`src/rtl/mod_arbiter.sv`:
```
`default_nettype none
// ============================================================================
// Module   : mod_arbiter
// Brief    : Round-robin arbiter sharing one iterative A mod B unit between
//            two level-request clients; divide-by-zero is answered locally.
// Revision : 1.0 - initial release
// ============================================================================
module mod_arbiter #(
    parameter int WIDTH = 32
) (
    input  logic             clk,
    input  logic             rst_n,
    input  logic             req0,
    input  logic             req1,
    input  logic [WIDTH-1:0] a0,
    input  logic [WIDTH-1:0] b0,
    input  logic [WIDTH-1:0] a1,
    input  logic [WIDTH-1:0] b1,
    output logic             ack0,
    output logic             ack1,
    output logic [WIDTH-1:0] result,
    output logic             dz,
    output logic             busy,
    output logic             mu_start,
    output logic [WIDTH-1:0] mu_a,
    output logic [WIDTH-1:0] mu_b,
    input  logic             mu_done,
    input  logic [WIDTH-1:0] mu_result
);

    typedef enum logic [1:0] {
        ST_IDLE   = 2'd0,
        ST_LAUNCH = 2'd1,
        ST_WAIT   = 2'd2,
        ST_RESP   = 2'd3
    } state_t;

    state_t           r_state;
    logic             r_last;
    logic             r_owner;
    logic [WIDTH-1:0] r_op_a;
    logic [WIDTH-1:0] r_op_b;
    logic [WIDTH-1:0] r_result;
    logic             r_dz;
    logic             r_ack0;
    logic             r_ack1;
    logic             r_busy;
    logic             r_mu_start;

    logic             w_any_req;
    logic             w_pick1;
    logic [WIDTH-1:0] w_a_sel;
    logic [WIDTH-1:0] w_b_sel;
    logic             w_b_zero;
    logic             w_mu_drive;

    // Requester 1 wins when alone, or when both ask and 0 was served last.
    assign w_any_req  = req0 | req1;
    assign w_pick1    = req1 & (~req0 | ~r_last);
    assign w_a_sel    = w_pick1 ? a1 : a0;
    assign w_b_sel    = w_pick1 ? b1 : b0;
    assign w_b_zero   = (w_b_sel == '0);
    assign w_mu_drive = (r_state == ST_LAUNCH) || (r_state == ST_WAIT);

    always_ff @(posedge clk or negedge rst_n) begin
        if (!rst_n) begin
            r_state    <= ST_IDLE;
            r_last     <= 1'b1;
            r_owner    <= 1'b0;
            r_op_a     <= '0;
            r_op_b     <= '0;
            r_result   <= '0;
            r_dz       <= 1'b0;
            r_ack0     <= 1'b0;
            r_ack1     <= 1'b0;
            r_busy     <= 1'b0;
            r_mu_start <= 1'b0;
        end else begin
            r_ack0     <= 1'b0;
            r_ack1     <= 1'b0;
            r_mu_start <= 1'b0;
            case (r_state)
                ST_IDLE: begin
                    if (w_any_req) begin
                        r_owner <= w_pick1;
                        r_op_a  <= w_a_sel;
                        r_op_b  <= w_b_sel;
                        r_busy  <= 1'b1;
                        if (w_b_zero) begin
                            // Zero divisor never reaches the shared unit.
                            r_result <= '0;
                            r_dz     <= 1'b1;
                            r_ack0   <= ~w_pick1;
                            r_ack1   <= w_pick1;
                            r_state  <= ST_RESP;
                        end else begin
                            r_mu_start <= 1'b1;
                            r_state    <= ST_LAUNCH;
                        end
                    end
                end
                ST_LAUNCH: begin
                    r_state <= ST_WAIT;
                end
                ST_WAIT: begin
                    if (mu_done) begin
                        r_result <= mu_result;
                        r_dz     <= 1'b0;
                        r_ack0   <= ~r_owner;
                        r_ack1   <= r_owner;
                        r_state  <= ST_RESP;
                    end
                end
                ST_RESP: begin
                    r_last  <= r_owner;
                    r_busy  <= 1'b0;
                    r_state <= ST_IDLE;
                end
                default: begin
                    r_busy  <= 1'b0;
                    r_state <= ST_IDLE;
                end
            endcase
        end
    end

    assign ack0     = r_ack0;
    assign ack1     = r_ack1;
    assign result   = r_result;
    assign dz       = r_dz;
    assign busy     = r_busy;
    assign mu_start = r_mu_start;
    assign mu_a     = w_mu_drive ? r_op_a : '0;
    assign mu_b     = w_mu_drive ? r_op_b : '0;

endmodule
`default_nettype wire

```
`config.mk`:
```
export PLATFORM = sky130hd
export DESIGN_NAME = mod_arbiter
export DESIGN_NICKNAME = d
export VERILOG_FILES = /design/src/rtl/mod_arbiter.sv
export SDC_FILE = /design/constraint.sdc
export NUM_CORES = 1
export LEC_CHECK = 0
export BUFFER_PORTS_ARGS = -buffer_cell sky130_fd_sc_hd__clkbuf_2
export CAP_MARGIN = 20
export CORE_UTILIZATION = 41
export DETAILED_ROUTE_END_ITERATION = 6
export GPL_TIMING_DRIVEN = 0
export PLACE_DENSITY = 0.83
export SLEW_MARGIN = 5
export SYNTH_ARGS = -nofsm -noshare
export SYNTH_HDL_FRONTEND = slang
export SYNTH_SLANG_ARGS = --single-unit
```
`constraint.sdc`:
```
create_clock -name clk -period 1.9 [get_ports clk]
set_input_delay 0.19 -clock clk [delete_from_list [all_inputs] [get_ports clk]]
set_output_delay 0.19 -clock clk [all_outputs]
set_load 0.005 [all_outputs]
```
---- Yosys cells after proc, flatten, opt, wreduce, memory -nomap -nowiden ----
Cells that the tools add are included.
word-level totals
  bits of input ports ..................... 165
  logic and storage cells ................. 62
  output and inout port bits .............. 101
  register bits ........................... 105
cells by class
  reduce and logical (&&, ||, !) cells .... 9
  equal/unequal tests ..................... 6
  mux-type cells .......................... 29
  bitwise gates (word level) .............. 7
operator list
  cell                count
  $mux 32             7
  $pmux 32 s2         1
  $logic_not 32->1    1
  $mux 1              13
  $pmux 1 s2          4
  $pmux 2 s4          1
  $mux 2              3
  $ne 2x2->1 const B  3
  $reduce_and 2->1    3
  $eq 2x2->1 const B  2
  $not 1->1           4
  $reduce_and 4->1    1
  $reduce_bool 2->1   2
  $eq 2x1->1 const B  1
  $logic_not 2->1     1
  $or 1x1->1          2
  $and 1x1->1         1
  $logic_or 1x1->1    1

---- Depth between registers and ports, before layout ----
  word-level depth ........................ 8
  depth in mapped cells ................... 9
  gate-level depth less buffers ........... 7

---- Worst setup path after synthesis ----
Ideal clock, no wire load.
  path kind ............................... reg2reg
  start ................................... register r_state[0]
  end ..................................... register r_result[10] (netlist: result[10])
  setup slack ............................. -0.020 ns
  clock period less this slack ............ 1.920 ns
  data arrival time ....................... 1.798 ns
  stages on the path, launching flop included .. 9
  data required time ...................... 1.778 ns
  path buffers ............................ 1
  library setup time ...................... 0.122 ns
  cell sequence ........................... dfrtp_1 inv_1 ha_1 or3b_4 o21ai_2 a21oi_2 a22o_4 buf_6 a32o_1
between the ends
  word-level cells in the longest chain between the ends .. 3
  elaborated cells on any way between the ends .. 8
  classes of those cells .................. 4 x eq/ne; 1 x mux; 3 x reduce/logical
RTL lines
  item                                                       line  RTL
  start: declaration                                         38    state_t r_state;
  start signal: assignment                                   67    r_state <= ST_IDLE;
  start signal: assignment                                   95    r_state <= ST_RESP;
  start signal: assignment                                   98    r_state <= ST_LAUNCH;
  $eq 2x2->1 or $logic_not 2->1 (tied branches)              82    case (r_state)
  $ne 2x2->1 (no line) or $reduce_bool 2->1 (tied branches)  --
  $reduce_and 4->1 (no line)                                 --
  end signal: assignment                                     107   r_result <= mu_result;
  end: declaration                                           43    logic [WIDTH-1:0] r_result;
Several ways; a longest one is shown, not always the timed one.
A chain may end at the register's enable or synchronous reset.

---- Final worst setup path ----
  start ................................... register r_state[1]
  end ..................................... register r_result[21] (netlist: result[21])
Same word-level chain as after synthesis.

==> impl_results.md <==
- Worst VDD drop: 0.9265 mV
- Largest net degree at the start of global routing: 106
- Final #Nets: 927
- Vias: 4936
- Share of the synthesized area in the top cell type: 51.49%
- Status: finished, violations left
- Pwr dens: 1749 mW/mm^2
- DRT antenna net count: 0
- All-layer global routing usage: 23.99%
- Synth top cells by count: dfrtp_1, and2_1, nand2_1, o21ai_0, inv_1
- CTS buffer count: 9
- DRT Wirelength: 15920 microns
- Synth Flop Type: dfrtp_1
- Leakage: 3.935 nW
- Fin cells: 911
- Async S/R FF share, synth: 100.0%
- Min Tclk post-route: 1984 ps
- Maximum root-to-sink buffer count: 2
- Vias per std cell: 5.418
- # IOs: 266
- Synthesized instance count: 467
- Top cell type by total area after synthesis: dfrtp_1
- Worst endpoint required time: 2120 ps
- Post-DP HPWL: 11340 microns
- First-pass GRT wire length: 23820 microns
- Initial drt markers: 317
- Die area: 0.01278 sq mm
- Die Ht: 113.0 microns
- Failing checks: DRC, setup timing
- Worst-path clk slew: 70 ps
- Clock latency on the worst-skew pair: 340 ps
- Router iterations before antenna repair: 7
- Netlist cell types: 34
- Largest cells by area after synthesis: dfrtp_1, and2_1, a222oi_1, a32o_1, mux2i_1
- Skew final: 11.87 ps
- Crit path capture type: flop
- Type of origin of the critical path: flop
- Core area: 0.01201 sq mm
- Depth of the CTS H-tree: 3
- Number of global-route vias before repair: 4704
- Most common cell in the netlist: dfrtp_1
- Dpl cells: 879
- Register area share after synthesis: 52.00%
- Worst Slack Setup Final: -84.11 ps
- Worst-margin pin slew: 808.3 ps
- GRT overflow: 0
- Max Cap Violations: 0
- EDFF count, synth: 0
- Cell row count: 40
- Max-slew violations: 0
- Clock net sink count: 105
- Worst relative slew slack: 46.11%
- Routed wire per std cell: 17.48 microns
- Critical path fanouts, max: 10
- Drt drc: 3
- Final Setup Violations: 32
- PortBufs: 265
- Final hold violation count: 0
- Hold Path Class: input pin to flop
- Synth Net Count: 635
- CTS tree: yes
- Post-Syn Area: 0.005055 sq mm
- Antenna Cells: 0
- Setup CP Type: flop to flop
- Final Wtd Congestion: 0.8766
- F_max: 504.0 MHz
- Unrepaired setup endpoints after global routing: yes
- Synthesis-stage register bit count: 105
- Worst endpoint data arrival time: 2210 ps
- Post-DP Area: 0.006581 sq mm
- Design area: 0.007482 sq mm
- Antenna violations before repair: 0
- Syn. warnings: 0
- Area delta synth->final: 48.02%
- Clk root buf: clkbuf_16
- Die width: 113.0 microns
- Starting Density: 42.08%
- Syn avg cell area: 10.82 sq um
- Fin crit share: 104.4%
- Layout cell share with drive strength beyond 1: 48.04%
## cell usage in the layout (no fill, tap or decap), types with 2 or more instances in the layout
| cell type | instances |
|---|---|
| a32o_1 | 32 |
| ha_1 | 2 |
| clkbuf_8 | 2 |
| buf_6 | 28 |
| buf_4 | 11 |
| and2_1 | 37 |
| nor4_1 | 16 |
| a222oi_1 | 32 |
| nor2_1 | 2 |
| o21ai_0 | 37 |
| bufinv_16 | 3 |
| mux2i_1 | 32 |
| buf_8 | 6 |
| clkbuf_16 | 15 |
| inv_1 | 34 |
| a21oi_1 | 4 |
| clkbuf_2 | 241 |
| dfrtp_1 | 104 |
| clkbuf_1 | 10 |
| nand4b_1 | 2 |
| buf_2 | 15 |
| clkinvlp_4 | 2 |
| nand2_1 | 43 |
| nand3_1 | 2 |
| and2_4 | 28 |
| inv_2 | 2 |
## routing by layer
metal | share of wire (%) | track usage, % | vias to the layer above
met3 | 5.3 | 2.517 | 26
met4 | 2.2 | 10.61 | 0
li1 | - | - | 2296
met5 | 0 | 0 | -
met2 | 52 | 41.72 | 230
met1 | 41 | 30.31 | 2384
## report_power, final
part | switching (mW) | internal, mW | total, mW
clock | 0.823 | 1.33 | 2.15
combinational | 3.16 | 3.89 | 7.05
sequential | 0.585 | 3.30 | 3.88
total | 4.57 | 8.52 | 13.1
## flip-flops by register name, summed over array words and instances, names as in the netlist
| name | count |
|---|---|
| ack0 | 1 |
| ack1 | 1 |
| busy | 1 |
| dz | 1 |
| mu_start | 1 |
| r_last | 1 |
| r_op_a | 32 |
| r_op_b | 32 |
| r_owner | 1 |
| r_state | 2 |
| result | 32 |
## critical path: stages (launching register included)
cell and delay [ps]:
dfrtp_1 420, inv_2 90, ha_4 130, or3b_4 400
o21ai_4 90, a21oi_4 60, a22o_4 260, buf_6 150
a32o_1 260
## layout make-up
| cell class | count | area (sq um) |
|---|---|---|
| Fill cell | 1011 | 4529 |
| Sequential cell | 105 | 2629 |
| Multi-Input combinational cell | 286 | 2190 |
| Timing Repair Buffer | 282 | 1687 |
| Buffer | 39 | 305.3 |
| Clock buffer | 10 | 239.0 |
| Tap cell | 147 | 183.9 |
| Inverter | 36 | 135.1 |
| Clock inverter | 6 | 113.9 |
## through the flow
step	hold WS, ps	power [mW]	TNS [ps]	setup slack, ps	util [%]
2_1_floorplan	-105.6	6.729	0	5.236	-
3_3_place_gp	399.5	8.859	-99790	-760.3	54.72
3_5_place_dp	351.0	9.013	-23690	-391.6	54.79
4_1_cts	44.71	11.72	-927.3	-48.83	59.23
5_1_grt	51.98	13.90	-4564	-131.2	62.29
6_report	53.50	13.08	-2156	-84.11	62.29
## cell families after synthesis
| kind of cell | count (synthesis) | synth area share [%] |
|---|---|---|
| mux | 33 | 6.559 |
| flops | 105 | 52.01 |
| fa+ha+maj | 3 | 0.7427 |
| buf+inv | 76 | 6.906 |
| simple gates | 137 | 15.00 |
| compound gates | 113 | 18.79 |
## timing repair
item / CTS / global route
hold buffers: 1 / 0
pin swaps: 8 / 8
endpoints found under the hold margin: 104 / 0
endpoints found under the setup margin: 127 / 115
resized for setup: 29 / 87
setup buffers: 7 / 1
gates cloned: 2 / 6
## final timing paths
| path | from | end | slack [ps] | depth (start not counted) |
|---|---|---|---|---|
| max | r_state[1] | result[21] | -80 | 8 |
| min | a1[8] | r_op_a[8] | 50 | 3 |
| max reg2reg | r_state[1] | result[21] | -80 | 8 |
| min reg2reg | r_op_b[22] | r_op_b[22] | 480 | 2 |
| max in group asynchronous | rst_n | r_op_b[19] | 850 | 2 |
| min in group asynchronous | rst_n | result[26] | 510 | 2 |
(Power assumes the default switching activity.)
